`src/rtl/mem_arb_pkg.sv`:
```
// Shared types and constants for the two-requester memory arbiter.
//   req_id_t  : requester index (REQ_CPU / REQ_EXT)
//   mem_req_t : one requester's access fields, muxed onto the memory port
package mem_arb_pkg;

  localparam int MEM_ADDR_W = 12;
  localparam int MEM_DATA_W = 16;

  typedef logic req_id_t;

  localparam req_id_t REQ_CPU = 1'b0;
  localparam req_id_t REQ_EXT = 1'b1;

  typedef struct packed {
    logic                  we;
    logic                  lock;
    logic [MEM_ADDR_W-1:0] addr;
    logic [MEM_DATA_W-1:0] wdata;
  } mem_req_t;

endpackage

```
`src/rtl/mem_arb_rr.sv`:
```
// Round-robin / burst-lock grant decision. Purely combinational; the state
// it reads and produces is held by mem_arbiter.
//   req_i/lock_i        : per-requester request and burst-lock
//   last_i              : last granted requester
//   owner_i/locked_i    : current burst owner and whether a lock is active
//   beat_i              : consecutive locked grants so far (saturates)
//   gnt_o               : one-hot grant, zero when idle
//   *_nxt_o             : next-state values for the registers above
module mem_arb_rr
  import mem_arb_pkg::*;
#(
  parameter int MAX_BURST = 4,
  parameter int BEAT_W    = 3
) (
  input  logic [1:0]        req_i,
  input  logic [1:0]        lock_i,
  input  req_id_t           last_i,
  input  req_id_t           owner_i,
  input  logic              locked_i,
  input  logic [BEAT_W-1:0] beat_i,
  output logic [1:0]        gnt_o,
  output req_id_t           last_nxt_o,
  output req_id_t           owner_nxt_o,
  output logic              locked_nxt_o,
  output logic [BEAT_W-1:0] beat_nxt_o
);

  localparam logic [BEAT_W-1:0] BEAT_MAX = BEAT_W'(MAX_BURST);

  logic    w_any;
  logic    w_both;
  logic    w_hold;
  req_id_t w_win;

  always_comb begin
    w_any  = |req_i;
    w_both = &req_i;
    // Owner keeps the grant unless its burst budget is spent and the other
    // side is actually waiting.
    w_hold = locked_i && req_i[owner_i] &&
             ((beat_i != BEAT_MAX) || !req_i[~owner_i]);
    // While locked, last_i always equals owner_i, so ~last_i also yields the
    // competitor when the burst budget is exhausted.
    if (w_hold)      w_win = owner_i;
    else if (w_both) w_win = ~last_i;
    else             w_win = req_i[1];

    gnt_o = w_any ? (w_win ? 2'b10 : 2'b01) : 2'b00;

    last_nxt_o   = last_i;
    owner_nxt_o  = owner_i;
    locked_nxt_o = 1'b0;
    beat_nxt_o   = '0;
    if (w_any) begin
      last_nxt_o = w_win;
      if (lock_i[w_win]) begin
        locked_nxt_o = 1'b1;
        owner_nxt_o  = w_win;
        if (locked_i && (owner_i == w_win))
          beat_nxt_o = (beat_i == BEAT_MAX) ? beat_i : beat_i + BEAT_W'(1);
        else
          beat_nxt_o = BEAT_W'(1);
      end
    end
  end

endmodule

```
`src/rtl/mem_arbiter.sv`:
```
// Two-requester arbiter in front of a single-port synchronous 16-bit memory.
// One access per cycle; round-robin with bounded burst lock; read data is
// returned one cycle after the grant, qualified by the issuing requester's
// rvalid.
//   clk_i/rst_i          : clock, synchronous active-high reset
//   rN_req/we/lock/addr/wdata_i : requester N access
//   rN_gnt_o             : combinational grant
//   rN_rdata_o/rvalid_o  : read return (rdata shared, rvalid qualified)
//   mem_*                : memory port (addr, din, dout, enables)
module mem_arbiter
  import mem_arb_pkg::*;
#(
  parameter int ADDR_WIDTH = MEM_ADDR_W,
  parameter int DATA_WIDTH = MEM_DATA_W,
  parameter int MAX_BURST  = 4
) (
  input  logic                  clk_i,
  input  logic                  rst_i,
  input  logic                  r0_req_i,
  input  logic                  r0_we_i,
  input  logic                  r0_lock_i,
  input  logic [ADDR_WIDTH-1:0] r0_addr_i,
  input  logic [DATA_WIDTH-1:0] r0_wdata_i,
  output logic                  r0_gnt_o,
  output logic [DATA_WIDTH-1:0] r0_rdata_o,
  output logic                  r0_rvalid_o,
  input  logic                  r1_req_i,
  input  logic                  r1_we_i,
  input  logic                  r1_lock_i,
  input  logic [ADDR_WIDTH-1:0] r1_addr_i,
  input  logic [DATA_WIDTH-1:0] r1_wdata_i,
  output logic                  r1_gnt_o,
  output logic [DATA_WIDTH-1:0] r1_rdata_o,
  output logic                  r1_rvalid_o,
  output logic [ADDR_WIDTH-1:0] mem_addr_o,
  output logic [DATA_WIDTH-1:0] mem_value_o,
  input  logic [DATA_WIDTH-1:0] mem_value_i,
  output logic                  mem_enable_o,
  output logic                  mem_rd_en_o,
  output logic                  mem_wr_en_o
);

  localparam int BEAT_W = $clog2(MAX_BURST + 1);

  req_id_t           r_last;
  req_id_t           r_owner;
  logic              r_locked;
  logic [BEAT_W-1:0] r_beat;
  logic              r_rd_pend;
  req_id_t           r_rd_owner;

  mem_req_t [1:0]    w_req;
  logic [1:0]        w_req_v;
  logic [1:0]        w_gnt;
  logic              w_any;
  req_id_t           w_idx;
  req_id_t           w_last_nxt;
  req_id_t           w_owner_nxt;
  logic              w_locked_nxt;
  logic [BEAT_W-1:0] w_beat_nxt;

  assign w_req[0] = '{we: r0_we_i, lock: r0_lock_i, addr: r0_addr_i, wdata: r0_wdata_i};
  assign w_req[1] = '{we: r1_we_i, lock: r1_lock_i, addr: r1_addr_i, wdata: r1_wdata_i};

  // Requests are masked during reset so nothing reaches the memory.
  assign w_req_v = {r1_req_i, r0_req_i} & {2{~rst_i}};

  mem_arb_rr #(.MAX_BURST(MAX_BURST), .BEAT_W(BEAT_W)) u_rr (
    .req_i        (w_req_v),
    .lock_i       ({w_req[1].lock, w_req[0].lock}),
    .last_i       (r_last),
    .owner_i      (r_owner),
    .locked_i     (r_locked),
    .beat_i       (r_beat),
    .gnt_o        (w_gnt),
    .last_nxt_o   (w_last_nxt),
    .owner_nxt_o  (w_owner_nxt),
    .locked_nxt_o (w_locked_nxt),
    .beat_nxt_o   (w_beat_nxt)
  );

  assign w_any = |w_gnt;
  assign w_idx = w_gnt[1];

  assign r0_gnt_o     = w_gnt[0];
  assign r1_gnt_o     = w_gnt[1];
  assign mem_addr_o   = w_req[w_idx].addr;
  assign mem_value_o  = w_req[w_idx].wdata;
  assign mem_enable_o = w_any;
  assign mem_rd_en_o  = w_any & ~w_req[w_idx].we;
  assign mem_wr_en_o  = w_any &  w_req[w_idx].we;

  // Memory dout is broadcast; only rvalid tells who owns it.
  assign r0_rdata_o  = mem_value_i;
  assign r1_rdata_o  = mem_value_i;
  assign r0_rvalid_o = r_rd_pend & ~rst_i & (r_rd_owner == REQ_CPU);
  assign r1_rvalid_o = r_rd_pend & ~rst_i & (r_rd_owner == REQ_EXT);

  always_ff @(posedge clk_i) begin
    if (rst_i) begin
      r_last     <= REQ_EXT;
      r_owner    <= REQ_CPU;
      r_locked   <= 1'b0;
      r_beat     <= '0;
      r_rd_pend  <= 1'b0;
      r_rd_owner <= REQ_CPU;
    end else begin
      r_last     <= w_last_nxt;
      r_owner    <= w_owner_nxt;
      r_locked   <= w_locked_nxt;
      r_beat     <= w_beat_nxt;
      r_rd_pend  <= w_any & ~w_req[w_idx].we;
      r_rd_owner <= w_idx;
    end
  end

endmodule
```
`config.mk`:
```
export PLATFORM = sky130hd
export DESIGN_NAME = mem_arbiter
export DESIGN_NICKNAME = d
export VERILOG_FILES = /design/src/rtl/mem_arb_pkg.sv /design/src/rtl/mem_arb_rr.sv /design/src/rtl/mem_arbiter.sv
export SDC_FILE = /design/constraint.sdc
export NUM_CORES = 1
export LEC_CHECK = 0
export BUFFER_PORTS_ARGS = -buffer_cell sky130_fd_sc_hd__buf_2
export CORE_ASPECT_RATIO = 0.6
export CORE_UTILIZATION = 33
export CTS_CLUSTER_SIZE = 20
export DETAILED_ROUTE_END_ITERATION = 10
export PLACE_DENSITY = 0.81
export REMOVE_ABC_BUFFERS = 1
export SYNTH_ARGS = -nofsm -noshare
export SYNTH_HDL_FRONTEND = slang
export SYNTH_SLANG_ARGS = --single-unit
```
`constraint.sdc`:
```
create_clock -name clk_i -period 2.43 [get_ports clk_i]
set_input_delay 0.1215 -clock clk_i [delete_from_list [all_inputs] [get_ports clk_i]]
set_output_delay 0.1215 -clock clk_i [all_outputs]
set_load 0.01 [all_outputs]
```
Yosys cells after proc, flatten, opt, wreduce, memory -nomap -nowiden
Index checks and enable logic that the tools add are counted.
{ "op_classes": {"bitwise": 14, "n_reduce_logical": 12, "addsub": 1, "mux": 15, "eq_ne": 4, "n_lt_le_gt_ge": 4} }
{ "op_table": {"columns": ["op", "count"], "rows": [
  ["30-bit 2-to-1 mux", 2],
  ["1-bit 2-to-1 mux", 11],
  ["1-bit by 2-bit < comparator with 1-bit output, second input constant", 4],
  ["1-bit inverter", 8],
  ["2-bit OR reduction", 3],
  ["1-bit AND", 5],
  ["2-bit 2-to-1 mux", 2],
  ["2-bit AND reduction", 2],
  ["4-bit OR reduction", 1],
  ["3-bit by 1-bit adder with 3-bit output, second input constant", 1],
  ["3-bit == test, second input constant", 1],
  ["1-bit logical AND", 3],
  ["3-bit != test, second input constant", 1],
  ["3-bit OR reduction", 1],
  ["2-bit AND", 1],
  ["2-bit != test, second input constant", 1],
  ["1-bit == test", 1],
  ["1-bit logical NOT", 1],
  ["1-bit logical OR", 1]
]} }
{ "totals": {"output_inout_bits": 67, "elab_cells": 57, "regBits": 8} }

Longest topological paths before layout
Gate-level depths: netlist (run 1).
{ "depth": {"word_depth": 14, "depth_mapped": 8, "ltp_nobuf": 6} }

Modules after synthesis
Synthesis (run 1) repeated with hierarchy kept, for this count alone.
{ "unflattened": {"hier_cells": 131, "hier_area_um2": 1226.2} }
{ "modules_own_cells": {"columns": ["mod", "cells_per_inst", "instances", "area_each_um2"], "rows": [
  ["mem_arbiter", 92, 1, 978.4],
  ["mem_arb_rr", 39, 1, 247.7]
]} }

Worst setup path before layout (run 1)
No wires, ideal clock.
{ "synth_path": {"path_type": "reg-to-output", "from": "register r_beat[0]", "to": "output mem_addr_o[2]", "t_required_ps": 2309, "n_path_buf": 2, "slack_ps": 423, "arrival_time_ps": 1885, "path_stages_with_launch": 9, "cell_sequence": "dfxtp_1 inv_1 ha_1 a21boi_2 mux2_4 and2_4 buf_6 buf_8 mux2_4"} }
{ "synth_between": {"elab_chain_cells": 8} }
{ "synth_lines": {"columns": ["item", "line_no", "rtl"], "rows": [
  ["from (decl)", "mem_arbiter.sv:48", "logic [BEAT_W-1:0] r_beat;"],
  ["from (signal assigned)", "mem_arbiter.sv:111", "r_beat <= w_beat_nxt;"],
  ["3-bit != test", "mem_arb_rr.sv:41", "((beat_i != BEAT_MAX) || !req_i[~owner_i]);"],
  ["1-bit logical OR", "mem_arb_rr.sv:41", null],
  ["1-bit logical AND", "mem_arb_rr.sv:40", "w_hold = locked_i && req_i[owner_i] &&"],
  ["1-bit 2-to-1 mux", "mem_arb_rr.sv:44", "if (w_hold) w_win = owner_i;"],
  ["2-bit 2-to-1 mux (2 in a row)", "mem_arb_rr.sv:48", "gnt_o = w_any ? (w_win ? 2'b10 : 2'b01) : 2'b00;"],
  ["net r1_gnt_o", "mem_arbiter.sv:32", "output logic r1_gnt_o,"],
  ["30-bit 2-to-1 mux (2 in a row)", null, null],
  ["to (decl)", "mem_arbiter.sv:35", "output logic [ADDR_WIDTH-1:0] mem_addr_o,"]
]} }
The timed path passes the listed nets, and every way through them passes these cells. The select of a mux whose other input is x is not followed.

Final worst setup path (run 1)
{ "layout_path": {"from": "register r_beat[0]", "to": "output mem_value_o[13]"} }
{ "layout_between": {"elab_chain_cells": 8} }
{ "layout_lines": {"columns": ["item", "line_no", "rtl"], "rows": [
  ["3-bit != test", "mem_arb_rr.sv:41", null],
  ["1-bit logical OR", "mem_arb_rr.sv:41", null],
  ["1-bit logical AND", "mem_arb_rr.sv:40", null],
  ["1-bit 2-to-1 mux", "mem_arb_rr.sv:44", null],
  ["2-bit 2-to-1 mux (2 in a row)", "mem_arb_rr.sv:48", null],
  ["30-bit 2-to-1 mux (2 in a row)", null, null],
  ["to (decl)", "mem_arbiter.sv:36", "output logic [DATA_WIDTH-1:0] mem_value_o,"]
]} }
No other way between the ends. The select of a mux whose other input is x is not followed.

==> qor.yml, run 1 <==
setup_path:
  critPathKind: "reg2out"
  worst-path-max-fanout: 14
  end_kind: "primary output"
  critPathLaunchType: "flip-flop"
  cp.arrival_ns: 2.23
  crit_family: "multiplexers"
  path_buf_inv: 3
  worstPathRequired_ns: 2.31
  reg2reg_to: "r_last$_SDFFE_PP1N_"
  reg2reg_depth: 6
  rrSetupSlack_ns: 0.56
  worst_path_most_repeated_cell: "mux2_4"
  crit_chain: "inv_1, ha_1, a21boi_4, mux2_4, and2_4, buf_12, mux2_4, buf_2"
  r2r-start: "r_beat[0]$_SDFFE_PP0P_"
  slowest_stage: "mux2_4"
  max_stage_delay_ns: 0.36
timing:
  slew_viol_final: 0
  setup_tns_ns: 0
  fin_ws_ns: 0.0774
  holdWs_ns: 0.101
  finalCritPeriodShare_pct: 96.8
  fmax_ghz: 0.425
  tightest_slew_ns: 0.399
  finalHoldViolations: 0
  fin_skew_ns: 0.00166
  setup_viol: 0
  relSlewSlack_pct: 73.3
  fin_crit_ns: 2.35
synth:
  syn_area_um2: 1230
  syn-mean-instance-area_um2: 9.97
  yosys_warnings: 0
  seq_area_frac_synth_pct: 13.1
  synth_top_area_cell: "mux2_4"
  synthCells: 123
  synthTopCellsByArea: "mux2_4 (34%), buf_4 (20%), dfxtp_1 (13%)"
  synth_edf_count: 0
  synth_seq_cells: 8
  ys.flop_type: "dfxtp_1"
  ys_async_sr_fraction_pct: 0
  synth_top_area_share_pct: 34.3
  synth.distinct_cells: 40
global_route:
  grt_pass1_wl_mm: 5.02
  grt_max_degree: 17
  grt_use_total_pct: 17.1
  overflow: 0
  grt_antenna_before_repair: 0
  grt_pass1_vias: 1009
cells_and_area:
  layout_common_cells: "buf_2 (98), mux2_4 (28), dfxtp_1 (8), inv_1 (6)"
  syn2layout_area_growth_pct: 28.7
  fillers: 313
  fin_area_um2: 1580
  nets: 278
  drive_above_1_share_pct: 71.6
  layout_commonest_cell: "buf_2"
  n_antenna_cell: 0
detailed_routing:
  dr.pass1.iters: 4
  drcViolationCount: 0
  ant_nets: 0
  vias_per_cell: 4.77
  wl_mm: 3.50
  post_drt_wl_per_cell_um: 14.6
  num_vias: 1141
  drt_iter0_drc: 20
floorplan:
  dieArea_um2: 3970
  io_pins: 147
  coreArea_um2: 3400
  fp.dieH_um: 49.2
  initial_core_util_pct: 36.0
  core.rowCount: 16
  die_x_um: 80.7
clock_tree:
  cts-root-buf: "clkbuf_8"
  holdBufCountCts: 0
  cts_tree: "yes"
  cts.clk_slew.worst_paths_ns: 0.04
  h-tree-depth: 1
  cts_buffer_depth: 2
  clock_latency_ns: 0.23
  cts.sinks: 8
  cts_buffers: 3
min_path:
  hold_class: "in2reg"
  hold_start: "r0_lock_i"
  hold_path_depth: 2
  hold_end: "r_owner$_SDFFE_PP0P_"
pwr:
  power_density_nw_per_um2: 360
  p_leak_nw: 0.858
  vdd_drop_max_mv: 0.207
place:
  port_buffers: 98
  hpwl_mm: 2.75
  placed_area_um2: 1470
  place_congestion: 0.884
  place_ws_ns: 0.160
flow_run:
  cap_viol_max_count: 0
run_status:
  outcome: "complete, no violations"
[metrics by stage]
| step | cells | utilization, % | power (W) |
|---|---|---|---|
| after floorplan | 86 | - | 0.000285 |
| after global placement | 230 | 43.2 | 0.000386 |
| after detailed placement | 230 | 43.2 | 0.000391 |
| after CTS | 234 | 44.7 | 0.000563 |
| after global routing | 239 | 46.4 | 0.000602 |
| final | 239 | 46.4 | 0.000568 |
[sequential cells by signal, indices dropped and copies added (netlist names)]
register,cells
r_rd_owner,1
r_last,1
r_locked,1
r_owner,1
r_rd_pend,1
r_beat,3
[Yosys cell counts, types with 2 or more instances]
master	instances
a21boi_0	2
and2_1	2
and3_1	2
buf_12	2
buf_4	32
dfxtp_1	8
ha_1	2
inv_1	6
mux2_4	28
nand2_1	5
nand3_1	2
nor2_1	2
nor3_1	2
o21a_1	2
[worst max path at each step]
stage | startpoint | to | slack (ns) | depth (start not counted)
finish | r_beat[0]$_SDFFE_PP0P_ | mem_value_o[13] | 0.08 | 8
global route | r_beat[1]$_SDFFE_PP0P_ | mem_addr_o[3] | -0.005 | 8
CTS | r_beat[0]$_SDFFE_PP0P_ | mem_addr_o[10] | 0.07 | 7
detailed placement | r_beat[0]$_SDFFE_PP0P_ | mem_addr_o[10] | 0.16 | 7
global placement | r_beat[0]$_SDFFE_PP0P_ | mem_addr_o[10] | 0.21 | 7
floorplan | r_beat[0]$_SDFFE_PP0P_ | mem_addr_o[10] | 0.42 | 6
[kinds of logic (layout without fill, tap and decap cells)]
family,Yosys count,after routing,synth area share (%)
multiplexers,29,29,35.2
adder cells (fa/ha/maj),2,2,2.04
AO/OA/AOI/OAI,16,16,10.5
AND/OR/NAND/NOR,24,25,11.3
XOR/XNOR,1,1,0.714
buffers and inverters,43,113,27.1
flip-flops,8,8,13.1
[routing by layer]
layer	wire length [um]	GRT usage [%]
met1	1470	19.2
met2	1530	26.0
met3	447	10.7
met4	46	5.65
met5	0	2.86
[report_power, final]
part	internal (W)	switching, W
Combinational	0.000154	0.000105
Sequential	0.000139	0.00000580
Clock	0.000108	0.0000565
Total	0.000400	0.000167
[timing repair]
item	CTS	global route
setup endpoints to repair	28	16
pin swaps	1	1
resized for setup	1	1
setup buffers	0	5
gates cloned	1	0
[final cells by class]
class | instances | area (um2) | share of cell area (%)
multi-input combinational | 73 | 749 | 47.5
timing repair buffer | 104 | 548 | 34.7
sequential | 8 | 160 | 10.2
tap | 45 | 56.3 | 3.57
clock buffer | 3 | 41.3 | 2.62
inverter | 6 | 22.5 | 1.43
Note: power is estimated with default switching activity, not from simulation.
==> inputs of run 2 (changes only) <==
Settings changed: CTS_CLUSTER_DIAMETER from default to 200, MAX_ROUTING_LAYER from default to met4.
==> run 2 against run 1 <==
Net effect:
- first-iteration DRC count is the same
- largest power group unchanged
- final area unchanged
- global-route usage grew 0.48 points
- via count rose by 0.18%
- critical endpoint unchanged
- clock-buffer cell count stayed put
- sequential cell count is the same
- highest routed layer unchanged
- sequential power hardly changed
- utilization unchanged
- clock skew about the same
==> qor.yml, run 2 (synthesized netlist as in run 1, its figures left out) <==
cells_and_area:
  largest_reg_flops: 3  # unchanged
  layout_commonest_cell: "buf_2"
  layout_common_cells: "buf_2 (98), mux2_4 (28), dfxtp_1 (8), inv_1 (6)"
  nets: 278  # unchanged
  syn2layout_area_growth_pct: 28.7  # unchanged
  final_util_pct: 46.4  # unchanged
  largest_register: "r_beat"
  drive_above_1_share_pct: 71.6  # unchanged
  n_antenna_cell: 0  # unchanged
place:
  hpwl_mm: 2.75  # unchanged
  port_buffers: 98  # unchanged
  place_congestion: 0.899  # +1.7%
  place_ws_ns: 0.160  # unchanged
timing:
  slew_viol_final: 0  # unchanged
  fmax_ghz: 0.426  # +0.14%
  relSlewSlack_pct: 73.3  # unchanged
  holdWs_ns: 0.101  # -0.0000490 ns
  finalHoldViolations: 0  # unchanged
  fin_skew_ns: 0.00162  # -0.0000387 ns
  setup_tns_ns: 0  # unchanged
  fin_ws_ns: 0.0807  # +0.00337 ns
  tightest_slew_ns: 0.399  # unchanged
  fin_crit_ns: 2.35  # -0.00337 ns
  finalCritPeriodShare_pct: 96.7  # -0.14 points
  setup_viol: 0  # unchanged
clock_tree:
  cts_buffers: 3  # unchanged
  cts-root-buf: "clkbuf_8"
  cts_buffer_depth: 2  # unchanged
  cts_tree: "yes"
  clock_latency_ns: 0.23  # about the same
  cts.sinks: 8  # unchanged
  cts.clk_slew.worst_paths_ns: 0.04  # about the same
  h-tree-depth: 1  # unchanged
  holdBufCountCts: 0  # unchanged
detailed_routing:
  drcViolationCount: 0  # unchanged
  vias_per_cell: 4.78  # +0.18%
  wl_met3_um: 428  # -4.3%
  drt_iter0_drc: 20  # unchanged
  wl_met2_mm: 1.53  # -0.33%
  ant_nets: 0  # unchanged
  wl_mm: 3.49  # -0.17%
  num_vias: 1143  # +0.18%
  post_drt_wl_per_cell_um: 14.6  # -0.17%
  wl_met1_mm: 1.49  # +1.2%
  dr.pass1.iters: 4  # unchanged
  highest_layer: "met4"
setup_path:
  critPathLaunchType: "flip-flop"
  critPathKind: "reg2out"
  cp.arrival_ns: 2.23  # about the same
  end_kind: "primary output"
  startpoint: "r_beat[0]$_SDFFE_PP0P_"
  worst-path-max-fanout: 14  # unchanged
  reg2reg_depth: 6  # unchanged
  r2r-start: "r_beat[0]$_SDFFE_PP0P_"
  worstPathRequired_ns: 2.31  # about the same
  rrSetupSlack_ns: 0.56  # about the same
pwr:
  power_density_nw_per_um2: 360  # about the same
  vdd_drop_max_mv: 0.207  # about the same
  p_total_w: 0.000568  # about the same
  p_leak_nw: 0.858  # unchanged
global_route:
  grt_pass1_vias: 1004  # -0.50%
  grt_pass1_wl_mm: 5.02  # unchanged
  grt_use_total_pct: 17.5  # +0.48 points
  grt_antenna_before_repair: 0  # unchanged
  grt_max_degree: 17  # unchanged
  overflow: 0  # unchanged
run_status:
  outcome: "complete, no violations"
floorplan:
  core.rowCount: 16  # unchanged
  die_x_um: 80.7  # unchanged
  io_pins: 147  # unchanged
  dieArea_um2: 3970  # unchanged
  initial_core_util_pct: 36.0  # unchanged
  coreArea_um2: 3400  # unchanged
  fp.dieH_um: 49.2  # unchanged
flow_run:
  cap_viol_max_count: 0  # unchanged
min_path:
  hold_class: "in2reg"
  hold_start: "r0_lock_i"
  hold_path_depth: 2  # unchanged
## run 2: cell counts in the layout (fill, tap and decap cells not counted)
No cell type changed its count.
## run 2: layout make-up
class | instances | area [um2]
Fill cell | 313 | 1830
Clock buffer | 3 | 41.3
Timing Repair Buffer | 104 | 548
Inverter | 6 | 22.5
Multi-Input combinational cell | 73 | 749
Sequential cell | 8 | 160
Tap cell | 45 | 56.3
## run 2: repair_timing
| item | 4_1_cts | 5_1_grt |
|---|---|---|
| hold endpoints to repair | 0 | 0 |
| resized for setup | 1 | 1 |
| pin swaps | 1 | 1 |
| setup endpoints to repair | 28 | 16 |
| setup buffers | 0 | 5 |
| cloned | 1 | 0 |
## run 2: per-stage QoR
stage	instance area [um2]	std cells
finish	1580	239
global route	1580	239
CTS	1520	234
detailed placement	1470	230
global placement	1470	230
floorplan	916	86
## run 2: worst paths after layout
kind	endpoint
worst max-delay path	mem_value_o[13]
worst min-delay path	r_owner$_SDFFE_PP0P_
worst min register to register	r_beat[1]$_SDFFE_PP0P_
worst max register to register	r_last$_SDFFE_PP1N_
## run 2: power breakdown
part	leakage (nW)	switching [W]	internal, W
clock	0.0216	0.0000566	0.000108
sequential	0.0656	0.00000577	0.000139
combinational	0.771	0.000105	0.000154
## run 2: worst max-delay path: stages, from the launching register on
cell,delay [ns]
dfxtp_1,0.32
inv_1,0.07
ha_1,0.27
a21boi_4,0.20
mux2_4,0.36
and2_4,0.17
buf_12,0.15
mux2_4,0.29
buf_2,0.14
## run 2: per-layer routing
metal  up-vias  track usage (%)
li1        544                -
met1       525             19.6
met2        69             26.0
met3         5             10.3
met4         0             5.65
met5         -                -
==> inputs of run 3 (changes only) <==
==> constraint.sdc (replaced) <==
create_clock -name clk_i -period 2.43 [get_ports clk_i]
set_input_delay 0.243 -clock clk_i [delete_from_list [all_inputs] [get_ports clk_i]]
set_output_delay 0.243 -clock clk_i [all_outputs]
set_load 0.01 [all_outputs]
==> run 3 against run 2 <==
Net effect:
- die area unchanged
- maximum frequency grew 2.0%
- combinational power about the same
- worst setup slack gained 0.047 ns
- first-iteration DRC count down 10%
- register-to-register slack worse by 0.02 ns
- critical path depth is 1 lower
- final cell count is the same
- sequential share of layout area rose by 0.097 points
- non-clock buffer count decreased by 2
- sequential cell count unchanged
- clock power about the same
- highest routed layer unchanged
==> qor.yml, run 3 (synthesized netlist as in run 1, its figures left out) <==
detailed_routing:
  post_drt_wl_per_cell_um: 15.1  # +3.6%
  num_vias: 1148  # +0.44%
  vias_per_cell: 4.80  # +0.44%
  ant_nets: 0  # unchanged
  drt_iter0_drc: 18  # -10%
  wl_mm: 3.62  # +3.6%
  dr.pass1.iters: 4  # unchanged
  drcViolationCount: 0  # unchanged
timing:
  setup_tns_ns: 0  # unchanged
  slew_viol_final: 0  # unchanged
  tightest_slew_ns: 0.448  # +0.0489 ns
  fin_skew_ns: 0.000460  # -0.00116 ns
  fin_ws_ns: 0.127  # +0.0465 ns
  rsz0062_at_grt: "false"
  finalCritPeriodShare_pct: 94.8  # -1.9 points
  relSlewSlack_pct: 70.1  # -3.3 points
  finalHoldViolations: 0  # unchanged
  fmax_ghz: 0.434  # +2.0%
  setup_viol: 0  # unchanged
  fin_crit_ns: 2.30  # -0.0465 ns
setup_path:
  critPathKind: "reg2out"
  worst-path-max-fanout: 8  # -6
  critPathLaunchType: "flip-flop"
  cp.arrival_ns: 2.06  # -0.17 ns
  end_kind: "primary output"
  worstPathRequired_ns: 2.19  # -0.12 ns
clock_tree:
  cts_buffer_depth: 2  # unchanged
  cts-root-buf: "clkbuf_8"
  cts_tree: "yes"
  cts_buffers: 3  # unchanged
  cts.sinks: 8  # unchanged
  cts.clk_slew.worst_paths_ns: 0.04  # about the same
  clock_latency_ns: 0.23  # about the same
  h-tree-depth: 1  # unchanged
cells_and_area:
  syn2layout_area_growth_pct: 27.4
  n_antenna_cell: 0  # unchanged
  largest_reg_flops: 3  # unchanged
  nets: 278  # unchanged
  layout_common_cells: "buf_2 (98), mux2_4 (28), dfxtp_1 (8), inv_1 (6), nand2_1 (5)"
  final_util_pct: 45.9  # -0.44 points
  layout_commonest_cell: "buf_2"
  drive_above_1_share_pct: 72.2  # +0.52 points
  largest_register: "r_beat"
pwr:
  vdd_drop_max_mv: 0.278  # +34%
  p_leak_nw: 0.850  # -0.94%
  comb_power_share_pct: 46.0  # +0.4 points
  p_sw_w: 0.000167  # about the same
  power_density_nw_per_um2: 362  # +0.56%
  p_clk_share_pct: 28.5  # -0.4 points
  pwr-share-seq_pct: 25.6  # +0.2 points
  p_total_w: 0.000565  # -0.39%
  sw_frac_of_total_pct: 29.6  # +0.12 points
  p_int_w: 0.000398  # -0.57%
place:
  place_ws_ns: 0.109  # -0.0515 ns
  port_buffers: 98  # unchanged
  hpwl_mm: 2.81  # +2.3%
  place_congestion: 0.770  # -14%
global_route:
  overflow: 0  # unchanged
  grt_max_degree: 17  # unchanged
  grt_pass1_wl_mm: 5.26  # +4.7%
  grt_antenna_before_repair: 0  # unchanged
  grt_use_total_pct: 18.0  # +0.41 points
  grt_pass1_vias: 1068  # +6.4%
floorplan:
  io_pins: 147  # unchanged
  core.rowCount: 16  # unchanged
  die_x_um: 80.7  # unchanged
  initial_core_util_pct: 36.0  # unchanged
  dieArea_um2: 3970  # unchanged
  fp.dieH_um: 49.2  # unchanged
  coreArea_um2: 3400  # unchanged
flow_run:
  cap_viol_max_count: 0  # unchanged
run_status:
  outcome: "complete, no violations"
min_path:
  hold_class: "in2reg"
run 3: cell type report:
class / count / area, um2
Clock buffer: 3 / 41.3
Timing Repair Buffer: 102 / 520
Fill cell: 332 / 1840
Multi-Input combinational cell: 75 / 762
Tap cell: 45 / 56.3
Inverter: 6 / 22.5
Sequential cell: 8 / 160
run 3: path summary, 6_finish.rpt:
kind / cells after the start / to / slack, ns / start
worst max-delay path: 7 / mem_addr_o[8] / 0.13 / r_beat[0]$_SDFFE_PP0P_
worst min-delay path: 2 / r_owner$_SDFFE_PP0P_ / 0.25 / r0_lock_i
worst max register to register: 7 / r_last$_SDFFE_PP1N_ / 0.54 / r_beat[0]$_SDFFE_PP0P_
worst min register to register: 2 / r_beat[1]$_SDFFE_PP0P_ / 0.51 / r_beat[1]$_SDFFE_PP0P_
run 3: worst max-delay path: stages, from the launching register on:
cell      delay, ns
dfxtp_1        0.32
inv_1          0.07
ha_2           0.21
a21boi_2       0.17
mux2_4         0.37
and2_4         0.23
mux2_4         0.31
buf_2          0.14
run 3: metrics by stage:
step	hold WS (ns)	cells	area, um2
finish	0.246	239	1560
global route	0.244	239	1560
CTS	0.245	235	1530
detailed placement	0.485	231	1480
global placement	0.463	231	1480
floorplan	0.315	86	916
run 3: power by group through the flow:
stage | clock (W) | combinational [W] | sequential, W
floorplan | 0 | 0.000141 | 0.000144
global placement | 0 | 0.000242 | 0.000146
detailed placement | 0 | 0.000248 | 0.000147
CTS | 0.000165 | 0.000252 | 0.000144
global route | 0.000177 | 0.000284 | 0.000146
finish | 0.000161 | 0.000260 | 0.000145
run 3: layer usage:
metal | global-route usage [%] | part of all wire (%)
met4 | 3.57 | 0.53
met1 | 22.8 | 45
met5 | - | 0
met2 | 25.1 | 43
met3 | 9.35 | 11
run 3: what timing repair did:
item / CTS / global route
pin swaps: 0 / 1
hold buffers: 0 / 0
endpoints found under the setup margin: 28 / 30
endpoints found under the hold margin: 0 / 0
cloned: 1 / 2
buffers inserted: 0 / 2
resized for setup: 1 / 4
